--- src/rtl/sb_pack_pkg.sv ---
// sb_pack_pkg: shared types and helpers for the switchboard packet assembler.
//   SB_IW / SB_DW : default word and packet widths
//   calc_nw()     : words per packet
//   sb_pkt_t      : one buffered packet {data, dest, last}
package sb_pack_pkg;

    localparam int SB_IW = 32;
    localparam int SB_DW = 416;

    function automatic int calc_nw(input int dw, input int iw);
        return dw / iw;
    endfunction

    typedef struct packed {
        logic [SB_DW-1:0] data;
        logic [31:0]      dest;
        logic             last;
    } sb_pkt_t;

endpackage

--- src/rtl/sb_pack_tx_if.sv ---
// sb_pack_tx_if: word input stream, destination config and packet output
// stream of the assembler.
//   slave  : the assembler side (consumes words, produces packets)
//   master : the surrounding logic / bench side
interface sb_pack_tx_if #(
    parameter int IW = 32,
    parameter int DW = 416
);
    logic [IW-1:0] in_data;
    logic          in_last;
    logic          in_valid;
    logic          in_ready;
    logic [31:0]   cfg_dest;
    logic [DW-1:0] data;
    logic [31:0]   dest;
    logic          last;
    logic          valid;
    logic          ready;
    logic [31:0]   pkt_count;

    modport slave (
        input  in_data, in_last, in_valid, cfg_dest, ready,
        output in_ready, data, dest, last, valid, pkt_count
    );

    modport master (
        output in_data, in_last, in_valid, cfg_dest, ready,
        input  in_ready, data, dest, last, valid, pkt_count
    );
endinterface

--- src/rtl/sb_pack_obuf.sv ---
// sb_pack_obuf: 2-entry registered FIFO of sb_pkt_t.
//   clk, nreset : clock, async active-low reset
//   push, push_pkt : enqueue (caller guarantees room)
//   pop         : dequeue head (caller guarantees non-empty)
//   head        : head entry, occ / occ_next : current and next occupancy
module sb_pack_obuf
    import sb_pack_pkg::*;
(
    input  logic    clk,
    input  logic    nreset,
    input  logic    push,
    input  sb_pkt_t push_pkt,
    input  logic    pop,
    output sb_pkt_t head,
    output logic [1:0] occ,
    output logic [1:0] occ_next
);
    sb_pkt_t    ent0_q, ent0_d, ent1_q, ent1_d;
    logic [1:0] occ_q, occ_d;

    // ent0 is always the head; ent1 only holds data when occ == 2.
    always_comb begin
        ent0_d = ent0_q;
        ent1_d = ent1_q;
        occ_d  = occ_q + {1'b0, push} - {1'b0, pop};
        case (occ_q)
            2'd0: if (push) ent0_d = push_pkt;
            2'd1: begin
                if (push && pop) ent0_d = push_pkt;
                else if (push)   ent1_d = push_pkt;
            end
            default: if (pop) begin
                ent0_d = ent1_q;
                if (push) ent1_d = push_pkt;
            end
        endcase
    end

    always_ff @(posedge clk or negedge nreset) begin
        if (!nreset) begin
            ent0_q <= '0;
            ent1_q <= '0;
            occ_q  <= '0;
        end else begin
            ent0_q <= ent0_d;
            ent1_q <= ent1_d;
            occ_q  <= occ_d;
        end
    end

    assign head     = ent0_q;
    assign occ      = occ_q;
    assign occ_next = occ_d;
endmodule

--- src/rtl/sb_pack_tx.sv ---
// sb_pack_tx: packs IW-bit words into DW-bit switchboard packets tagged with
// a destination and a last flag, buffered through a 2-entry output FIFO.
//   clk, nreset : clock, async active-low reset
//   bus (slave) : in_data/in_last/in_valid/in_ready word stream, cfg_dest,
//                 data/dest/last/valid/ready packet stream, pkt_count
module sb_pack_tx
    import sb_pack_pkg::*;
#(
    parameter int IW = SB_IW,
    parameter int DW = SB_DW
) (
    input logic          clk,
    input logic          nreset,
    sb_pack_tx_if.slave  bus
);
    localparam int NW = calc_nw(DW, IW);
    localparam int CW = (NW > 1) ? $clog2(NW) : 1;
    localparam logic [CW-1:0] CNT_LAST = CW'(NW - 1);

    if (DW % IW != 0) begin : g_bad_dw
        $error("sb_pack_tx: DW must be a multiple of IW");
    end
    if (DW != SB_DW) begin : g_bad_pkt
        $error("sb_pack_tx: DW must match sb_pkt_t data width");
    end

    logic [DW-1:0] acc_q, acc_d, acc_ins;
    logic [CW-1:0] cnt_q, cnt_d;
    logic [31:0]   acc_dest_q, acc_dest_d;
    logic          in_ready_q, in_ready_d;
    logic [31:0]   pkt_count_q, pkt_count_d;

    logic       accept, close, pop;
    sb_pkt_t    push_pkt, head;
    logic [1:0] occ, occ_next;

    assign accept = bus.in_valid && in_ready_q;
    assign close  = accept && ((cnt_q == CNT_LAST) || bus.in_last);
    assign pop    = (occ != 2'd0) && bus.ready;

    always_comb begin
        acc_ins = acc_q;
        acc_ins[cnt_q*IW +: IW] = bus.in_data;
    end

    // On a first-word close acc_dest_q is still stale, so forward cfg_dest.
    always_comb begin
        push_pkt.data = acc_ins;
        push_pkt.dest = (cnt_q == '0) ? bus.cfg_dest : acc_dest_q;
        push_pkt.last = bus.in_last;
    end

    always_comb begin
        acc_d       = acc_q;
        cnt_d       = cnt_q;
        acc_dest_d  = acc_dest_q;
        if (accept) begin
            if (cnt_q == '0) acc_dest_d = bus.cfg_dest;
            if (close) begin
                acc_d = '0;
                cnt_d = '0;
            end else begin
                acc_d = acc_ins;
                cnt_d = cnt_q + 1'b1;
            end
        end
        // Only take a word when any close it might cause still fits.
        in_ready_d  = (occ_next < 2'd2);
        pkt_count_d = pkt_count_q + 32'(pop);
    end

    always_ff @(posedge clk or negedge nreset) begin
        if (!nreset) begin
            acc_q       <= '0;
            cnt_q       <= '0;
            acc_dest_q  <= '0;
            in_ready_q  <= 1'b0;
            pkt_count_q <= '0;
        end else begin
            acc_q       <= acc_d;
            cnt_q       <= cnt_d;
            acc_dest_q  <= acc_dest_d;
            in_ready_q  <= in_ready_d;
            pkt_count_q <= pkt_count_d;
        end
    end

    sb_pack_obuf u_obuf (
        .clk      (clk),
        .nreset   (nreset),
        .push     (close),
        .push_pkt (push_pkt),
        .pop      (pop),
        .head     (head),
        .occ      (occ),
        .occ_next (occ_next)
    );

    assign bus.in_ready  = in_ready_q;
    assign bus.valid     = (occ != 2'd0);
    assign bus.data      = head.data;
    assign bus.dest      = head.dest;
    assign bus.last      = head.last;
    assign bus.pkt_count = pkt_count_q;
endmodule
--- src/flat_wrapper.sv ---
// flat-port wrapper written by rule: the top's interface ports become plain ports
module sb_pack_tx_flat import sb_pack_pkg::*;
#(
    parameter int IW = SB_IW,
    parameter int DW = SB_DW
)
  (clk, nreset, bus_in_data, bus_in_last, bus_in_valid, bus_cfg_dest, bus_ready, bus_in_ready, bus_data, bus_dest, bus_last, bus_valid, bus_pkt_count);
  sb_pack_tx_if #(.IW(IW), .DW(DW)) bus_i ();
  input logic clk;
  input logic nreset;
  input wire logic [$bits(bus_i.in_data)-1:0] bus_in_data;
  input wire logic [$bits(bus_i.in_last)-1:0] bus_in_last;
  input wire logic [$bits(bus_i.in_valid)-1:0] bus_in_valid;
  input wire logic [$bits(bus_i.cfg_dest)-1:0] bus_cfg_dest;
  input wire logic [$bits(bus_i.ready)-1:0] bus_ready;
  output wire logic [$bits(bus_i.in_ready)-1:0] bus_in_ready;
  output wire logic [$bits(bus_i.data)-1:0] bus_data;
  output wire logic [$bits(bus_i.dest)-1:0] bus_dest;
  output wire logic [$bits(bus_i.last)-1:0] bus_last;
  output wire logic [$bits(bus_i.valid)-1:0] bus_valid;
  output wire logic [$bits(bus_i.pkt_count)-1:0] bus_pkt_count;
  assign bus_i.in_data = bus_in_data;
  assign bus_i.in_last = bus_in_last;
  assign bus_i.in_valid = bus_in_valid;
  assign bus_i.cfg_dest = bus_cfg_dest;
  assign bus_i.ready = bus_ready;
  assign bus_in_ready = bus_i.in_ready;
  assign bus_data = bus_i.data;
  assign bus_dest = bus_i.dest;
  assign bus_last = bus_i.last;
  assign bus_valid = bus_i.valid;
  assign bus_pkt_count = bus_i.pkt_count;
  sb_pack_tx #(.IW(IW), .DW(DW)) u_core (.clk(clk), .nreset(nreset), .bus(bus_i));
endmodule
--- config.mk ---
export PLATFORM = sky130hd
export DESIGN_NAME = sb_pack_tx_flat
export DESIGN_NICKNAME = d
export VERILOG_FILES = /design/src/rtl/sb_pack_pkg.sv /design/src/rtl/sb_pack_tx_if.sv /design/src/rtl/sb_pack_obuf.sv /design/src/rtl/sb_pack_tx.sv /design/src/flat_wrapper.sv
export SDC_FILE = /design/constraint.sdc
export NUM_CORES = 2
export LEC_CHECK = 0
export CAP_MARGIN = 40
export CORE_UTILIZATION = 35
export CTS_CLUSTER_SIZE = 24
export DETAILED_ROUTE_END_ITERATION = 6
export PLACE_DENSITY = 0.58
export SLEW_MARGIN = 30
export SYNTH_ARGS = -nofsm -noshare
export SYNTH_HDL_FRONTEND = slang
export SYNTH_SLANG_ARGS = --single-unit
export TNS_END_PERCENT = 5
--- constraint.sdc ---
create_clock -name clk -period 3.1 [get_ports clk]
set_input_delay 0.775 -clock clk [delete_from_list [all_inputs] [get_ports clk]]
set_output_delay 0.775 -clock clk [all_outputs]
set_load 0.03 [all_outputs]
**Word-level counts from Yosys, hierarchy flattened**

Index checks and enable logic that the tools add are counted.

- Register bits after elaboration: 1385
- Latch bits: 0
- Memory bits (writable): 0
- Bits in read-only memories: 0
- Input port bits: 69
- Output and inout port bits: 483
- Memories kept: 0

- $add $sub $neg: 5
- Multipliers: 0
- Div/mod/pow operators: 0
- Order comparisons: 1
- Equality and inequality tests: 5
- Shift-type cells: 2
- Mux-type cells: 12
- Bitwise logic cells: 1
- Reductions and logical operators: 12

Operator list:

| cell | count |
|---|---|
| $mux W449 | 6 |
| $pmux W449 S2 | 2 |
| $bwmux W416 | 1 |
| $mux W416 | 1 |
| $shift A32 B34 Y416 const A | 1 |
| $shiftx A32 B34 Y416 | 1 |
| $neg A9 Y34 | 1 |
| $add A32 B1 Y32 | 1 |
| $mux W32 | 1 |
| $ne A2 B2 Y1 const B | 3 |
| $reduce_and A3 Y1 | 2 |
| $add A4 B1 Y4 const B | 1 |
| $eq A4 B4 Y1 const B | 1 |
| $logic_and A1 B1 Y1 | 4 |
| $logic_not A4 Y1 | 1 |
| $mux W4 | 1 |
| $reduce_bool A2 Y1 | 2 |
| $reduce_bool A3 Y1 | 1 |
| $add A2 B1 Y2 | 1 |
| $eq A2 B1 Y1 const B | 1 |
| $logic_not A2 Y1 | 1 |
| $lt A2 B2 Y1 const B | 1 |
| $sub A2 B1 Y2 | 1 |
| $logic_or A1 B1 Y1 | 1 |
| $not A1 Y1 | 1 |

**Longest topological paths before layout**

- Depth after elaboration: 6
- Mapped depth: 12
- Depth with buffers taken out: 11

**Cells and area by module**

A second synthesis with hierarchy kept.

- Cell total of the unflattened synthesis: 5374
- Area, all modules: 66816.6 um^2

Modules (own cells, without submodules):

| module | instances | cells each | area an instance (um^2) |
|---|---|---|---|
| sb_pack_obuf | 1 | 2905 | 42198.0 |
| sb_pack_tx | 1 | 2469 | 24618.6 |

**Worst setup path before layout**

No wires, ideal clock.

- Path kind: input-to-reg
- Start: input bus_in_valid
- End: register u_core.u_obuf.ent1_q[155] in the netlist's numbering
- Library setup time: 0.077 ns
- Arrival time: 2.594 ns
- Required time: 3.023 ns
- Slack: 0.429 ns
- Stages: 10
- Cells stage by stage: nand2_1 > nor2_2 > ha_1 > nor2b_1 > o21ai_1 > buf_2 > clkbuf_1 > clkbuf_1 > nand2_1 > o21ai_1

- Word-level cells in the longest chain between the ends: 5
- Elaborated cells between the ends (all ways): 9

Ends and longest elaborated chain:

| what | RTL line | source |
|---|---|---|
| start: declaration | flat_wrapper.sv:13 | `input wire logic [$bits(bus_i.in_valid)-1:0] bus_in_valid;` |
| $logic_and A1 B1 Y1 (*) | sb_pack_tx.sv:37 | `assign accept = bus.in_valid && in_ready_q;` |
| $logic_and A1 B1 Y1 (*) | sb_pack_tx.sv:38 | `assign close = accept && ((cnt_q == CNT_LAST) \|\| bus.in_last);` |
| $mux W449 / $logic_and A1 B1 Y1 (equally long branches) | - |  |
| $mux W449, or another cell as far along | - |  |
| $pmux W449 S2 / $reduce_and A3 Y1 (equally long branches) | - |  |
| end signal: assignment | sb_pack_obuf.sv:46 | `ent1_q <= ent1_d;` |
| end: declaration | sb_pack_obuf.sv:18 | `sb_pkt_t ent0_q, ent0_d, ent1_q, ent1_d;` |

Every way passes the cells marked *; elsewhere a longest branch is shown, timed or not. The select of a mux whose other input is x is not followed.
A chain may end at the register's enable or synchronous reset.

**Worst setup path after layout**

- Start: register u_core.cnt_q[1]
- End: register u_core.u_obuf.ent0_q (netlist bit u_core.u_obuf.head[59])

- Word-level cells in the longest chain between the ends: 6
- Elaborated cells between the ends (all ways): 14

Ends and longest elaborated chain:

| what | RTL line | source |
|---|---|---|
| start: declaration | sb_pack_tx.sv:28 | `logic [CW-1:0] cnt_q, cnt_d;` |
| start signal: assignment | sb_pack_tx.sv:81 | `cnt_q <= cnt_d;` |
| branches (longest 6 deep; another with $neg A9 Y34) | - |  |
| end signal: assignment | sb_pack_obuf.sv:45 | `ent0_q <= ent0_d;` |
| end: declaration | sb_pack_obuf.sv:18 |  |

Parallel ways; which one is timed is not known. The select of a mux whose other input is x is not followed.

==> key figures <==
Outcome
  • Status: complete, no violations

Floorplanning
  • Row count: 150
  • Full die area: 0.171 sq mm
  • Die H: 414 microns
  • Num ports: 552
  • Die X: 414 microns
  • Core area: 0.168 sq mm
  • Initial Util: 35.3%

Route
  • DR pass1 iterations: 5
  • DR WL/cell: 23.8 microns
  • DR vias/cell: 5.36
  • Initial DRC count: 4322
  • Final wirelength: 210 mm
  • DRC Markers: 0
  • Post-route ant nets: 0
  • Via count: 47300

Pwr
  • Clock power share: 28.5%
  • Comb power frac: 35.3%
  • Max IR drop VDD: 0.715 mV
  • NetSw: 25.8 mW
  • P per Cell Area: 883 mW/mm^2
  • Reg power frac: 36.2%
  • Sw Share: 39.2%
  • Pwr Total: 65.7 mW
  • Lkg Pwr: 33.1 nW
  • Internal: 39.9 mW

Logic synthesis
  • Synth warn: 0
  • Post-synth cell types: 48
  • Mapped Avg Cell Area: 9.92 sq um
  • Seq cells post-synth: 1385
  • Post-synthesis async set-or-reset flop share: 100%
  • Largest cells by area after synthesis: dfrtp_1, o21ai_0, nand2_1
  • Syn Nets: 6053
  • Synth Instances: 5976
  • Ys flop type: dfrtp_1
  • Synth top area share: 58.4%
  • Post-Syn Area: 0.0593 sq mm
  • Biggest area consumer among synthesized cells: dfrtp_1
  • Post-synthesis sequential area ratio: 58.4%
  • Number of synthesized flops with an enable pin: 0

Timing
  • Worst rel slew slack: 30.2%
  • Slew Limit Fails: 0
  • Setup slack after layout: 170 ps
  • Fmax: 341 MHz
  • RSZ-0062 raised after global routing: no
  • Hold Violations, Final: 0
  • Fin crit period: 2930 ps
  • Final Skew: 33.7 ps
  • # setup viols final: 0
  • Worst Max-Slew Pin Slew: 1050 ps
  • Final Cycle Share: 94.5%
  • Setup TNS: 0 ps

Critical path
  • Slowest stage delay, CP: 650 ps
  • Startpoint Class: flop
  • Worst reg-to-reg setup slack: 170 ps
  • Depth of the most critical reg-to-reg path: 8
  • Top fanout value on the critical path: 28
  • Crit path launch: u_core.cnt_q[1]
  • WP data arrival: 3680 ps
  • Critical R2R Capture: u_core.u_obuf.head[59]
  • R2R Path Start: u_core.cnt_q[1]
  • WS Path Type: flop to flop
  • WP data required: 3850 ps
  • Crit-path cells: inv_1 > ha_2 > nor3b_2 > and4_2 > buf_12 > mux2i_1 > a211oi_1 > a21o_1
  • Crit. End Element: flop
  • Worst path slowest cell: a211oi_1

Global route
  • GRT overflow: 0
  • Number of global-route vias before repair: 45800
  • Total global-route track usage: 24.4%
  • Initial antenna violation count: 25
  • Largest net degree at the start of global routing: 159
  • First-pass GRT wire length: 311 mm

Finish
  • Utilization after layout: 44.3%
  • Final Non-Filler Cells: 8824
  • Layout cell share with drive strength beyond 1: 9.37%
  • Area grow syn2layout: 25.4%
  • Final Net Count: 6561
  • Fill cell count: 15800

Clock network
  • Bufs on Longest Clock Path: 3
  • TritonCTS buffer count: 154
  • Clock latency on the worst-skew pair: 820 ps
  • CTS tree: yes
  • Clk sinks: 1385
  • CTS Root Cell: clkbuf_16
  • # H-tree levels: 4
  • Reg clk slew, reported paths: 60 ps

Place
  • Pre-CTS WS: -213 ps
  • Dpl cells: 8524
  • GPL Wtd Cong: 0.830
  • Number of I/O port buffers: 551
  • Final HPWL DP: 136 mm

Min path
  • Hold path depth: 1
  • Worst hold-check path type: flop to flop
  • Hold Crit Endpoint: u_core.bus.pkt_count[31]
  • Worst Min Path Start: u_core.bus.pkt_count[31]

Flow run
  • Max-Cap Viols: 0
## logic make-up (layout without fill, tap and decap cells)
logic type | after synthesis | count (layout) | synth area share, %
DFF | 1385 | 1385 | 58.4
adders and majority gates | 8 | 8 | 0.169
xor gates and xnor gates | 35 | 35 | 0.530
and+or+nand+nor | 1915 | 1915 | 14.0
muxes | 381 | 381 | 6.43
buffers and inverters | 528 | 1156 | 3.71
other | 0 | 16 | 0
AOI/OAI and AO/OA | 1724 | 1724 | 16.7
## per-stage QoR
step / area [sq um] / hold slack [ps]
5_1_grt: 74300 / 489
4_1_cts: 74300 / 473
3_5_place_dp: 69100 / 465
6_report: 74400 / 469
3_3_place_gp: 69000 / 455
2_1_floorplan: 59300 / 445
## registers in the layout, summed over array words and instances, names as in the netlist
register / count
u_core.acc_dest_q: 32
u_core.acc_q: 416
u_core.bus.in_ready: 1
u_core.bus.pkt_count: 32
u_core.cnt_q: 4
u_core.u_obuf.ent1_q: 449
u_core.u_obuf.head: 449
u_core.u_obuf.occ: 2
## per-layer routing
layer	vias to the layer above	part of all wire, %	routed length [microns]	global-route usage (%)
met5	-	0.025	52	0
met4	8	3.4	7120	8.41
met3	304	6.7	14000	4.52
met2	1563	45	95200	37.1
met1	23700	45	93900	34.7
li1	21700	-	-	-
## cell usage after synthesis (8+ instances only)
| master | instances |
|---|---|
| ha_1 | 8 |
| buf_2 | 125 |
| buf_1 | 14 |
| nor3b_1 | 97 |
| a211oi_1 | 160 |
| a21o_1 | 101 |
| clkbuf_1 | 366 |
| mux2i_1 | 380 |
| o211ai_1 | 214 |
| nor2b_1 | 36 |
| buf_4 | 8 |
| dfrtp_1 | 1385 |
| o21ai_0 | 1068 |
| a22o_1 | 10 |
| nor2_1 | 150 |
| and3_1 | 67 |
| nand3_1 | 227 |
| a21oi_1 | 97 |
| and2_1 | 37 |
| o21ai_1 | 58 |
| nand2_1 | 1266 |
| nand4_1 | 9 |
| inv_1 | 10 |
| xor2_1 | 13 |
| xnor2_1 | 21 |
## critical path, delay by kind of cell (launching register included)
family	cells	cell delay, ps
AO/OA/AOI/OAI	2	790
multiplexers	1	170
AND/OR/NAND/NOR	2	750
adder cells (fa/ha/maj)	1	310
flip-flops	1	460
buffers and inverters	2	360
## how the worst max path moves through the flow
stage,cells past startpoint,to,slack [ps]
2_1_floorplan,10,u_core.u_obuf.ent1_q[155],430
3_3_place_gp,8,u_core.u_obuf.head[446],-160
3_5_place_dp,8,u_core.u_obuf.head[442],-210
4_1_cts,1,bus_in_ready,90
5_1_grt,8,u_core.u_obuf.head[97],20
6_report,8,u_core.u_obuf.head[59],170
## layout by cell type, fill, tap and decap left out, drive strengths merged, types with 7 or more instances in the layout
cell type	Yosys	routed
a21o	101	101
a211oi	161	161
clkinv	1	32
a21oi	97	97
mux2i	380	380
nand3	227	227
nand2	1266	1266
bufinv	0	9
nor2b	36	36
and3	67	67
dfrtp	1385	1385
xor2	13	13
nand4	9	9
inv	10	19
clkbuf	366	224
nor2	151	151
ha	8	8
buf	151	350
o211ai	214	214
and2	37	37
a22o	10	10
o21ai	1126	1126
clkdlybuf4s50	0	517
nor3b	97	97
nor3	7	7
xnor2	22	22
diode	0	16
## cell type report
class                           instances  area, sq um  area share [%]
Sequential cell                      1385        34700            46.6
Clock inverter                         52          752            1.01
Multi-Input combinational cell       4063        22600            30.4
Tap cell                             2204         2760            3.71
Antenna cell                           16         40.0          0.0538
Clock buffer                          224         4440            5.97
Timing Repair Buffer                  869         9070            12.2
Inverter                               11         48.8          0.0656
## power groups by stage
stage / Clock, mW / Combinational [mW] / Sequential, mW
5_1_grt: 19.8 / 24.9 / 24.1
4_1_cts: 19.1 / 23.3 / 23.8
3_5_place_dp: 0 / 23.2 / 24.1
6_report: 18.7 / 23.2 / 23.8
2_1_floorplan: 0 / 10.1 / 26.2
3_3_place_gp: 0 / 22.9 / 24.0
## timing repair
item	4_1_cts	5_1_grt
hold buffers	1	0
resized for setup	1	0
pin swaps	0	1
buffers inserted	0	7
hold endpoints to repair	37	0
setup endpoints to repair	1	2
Note: power is estimated with default switching activity, not from simulation.
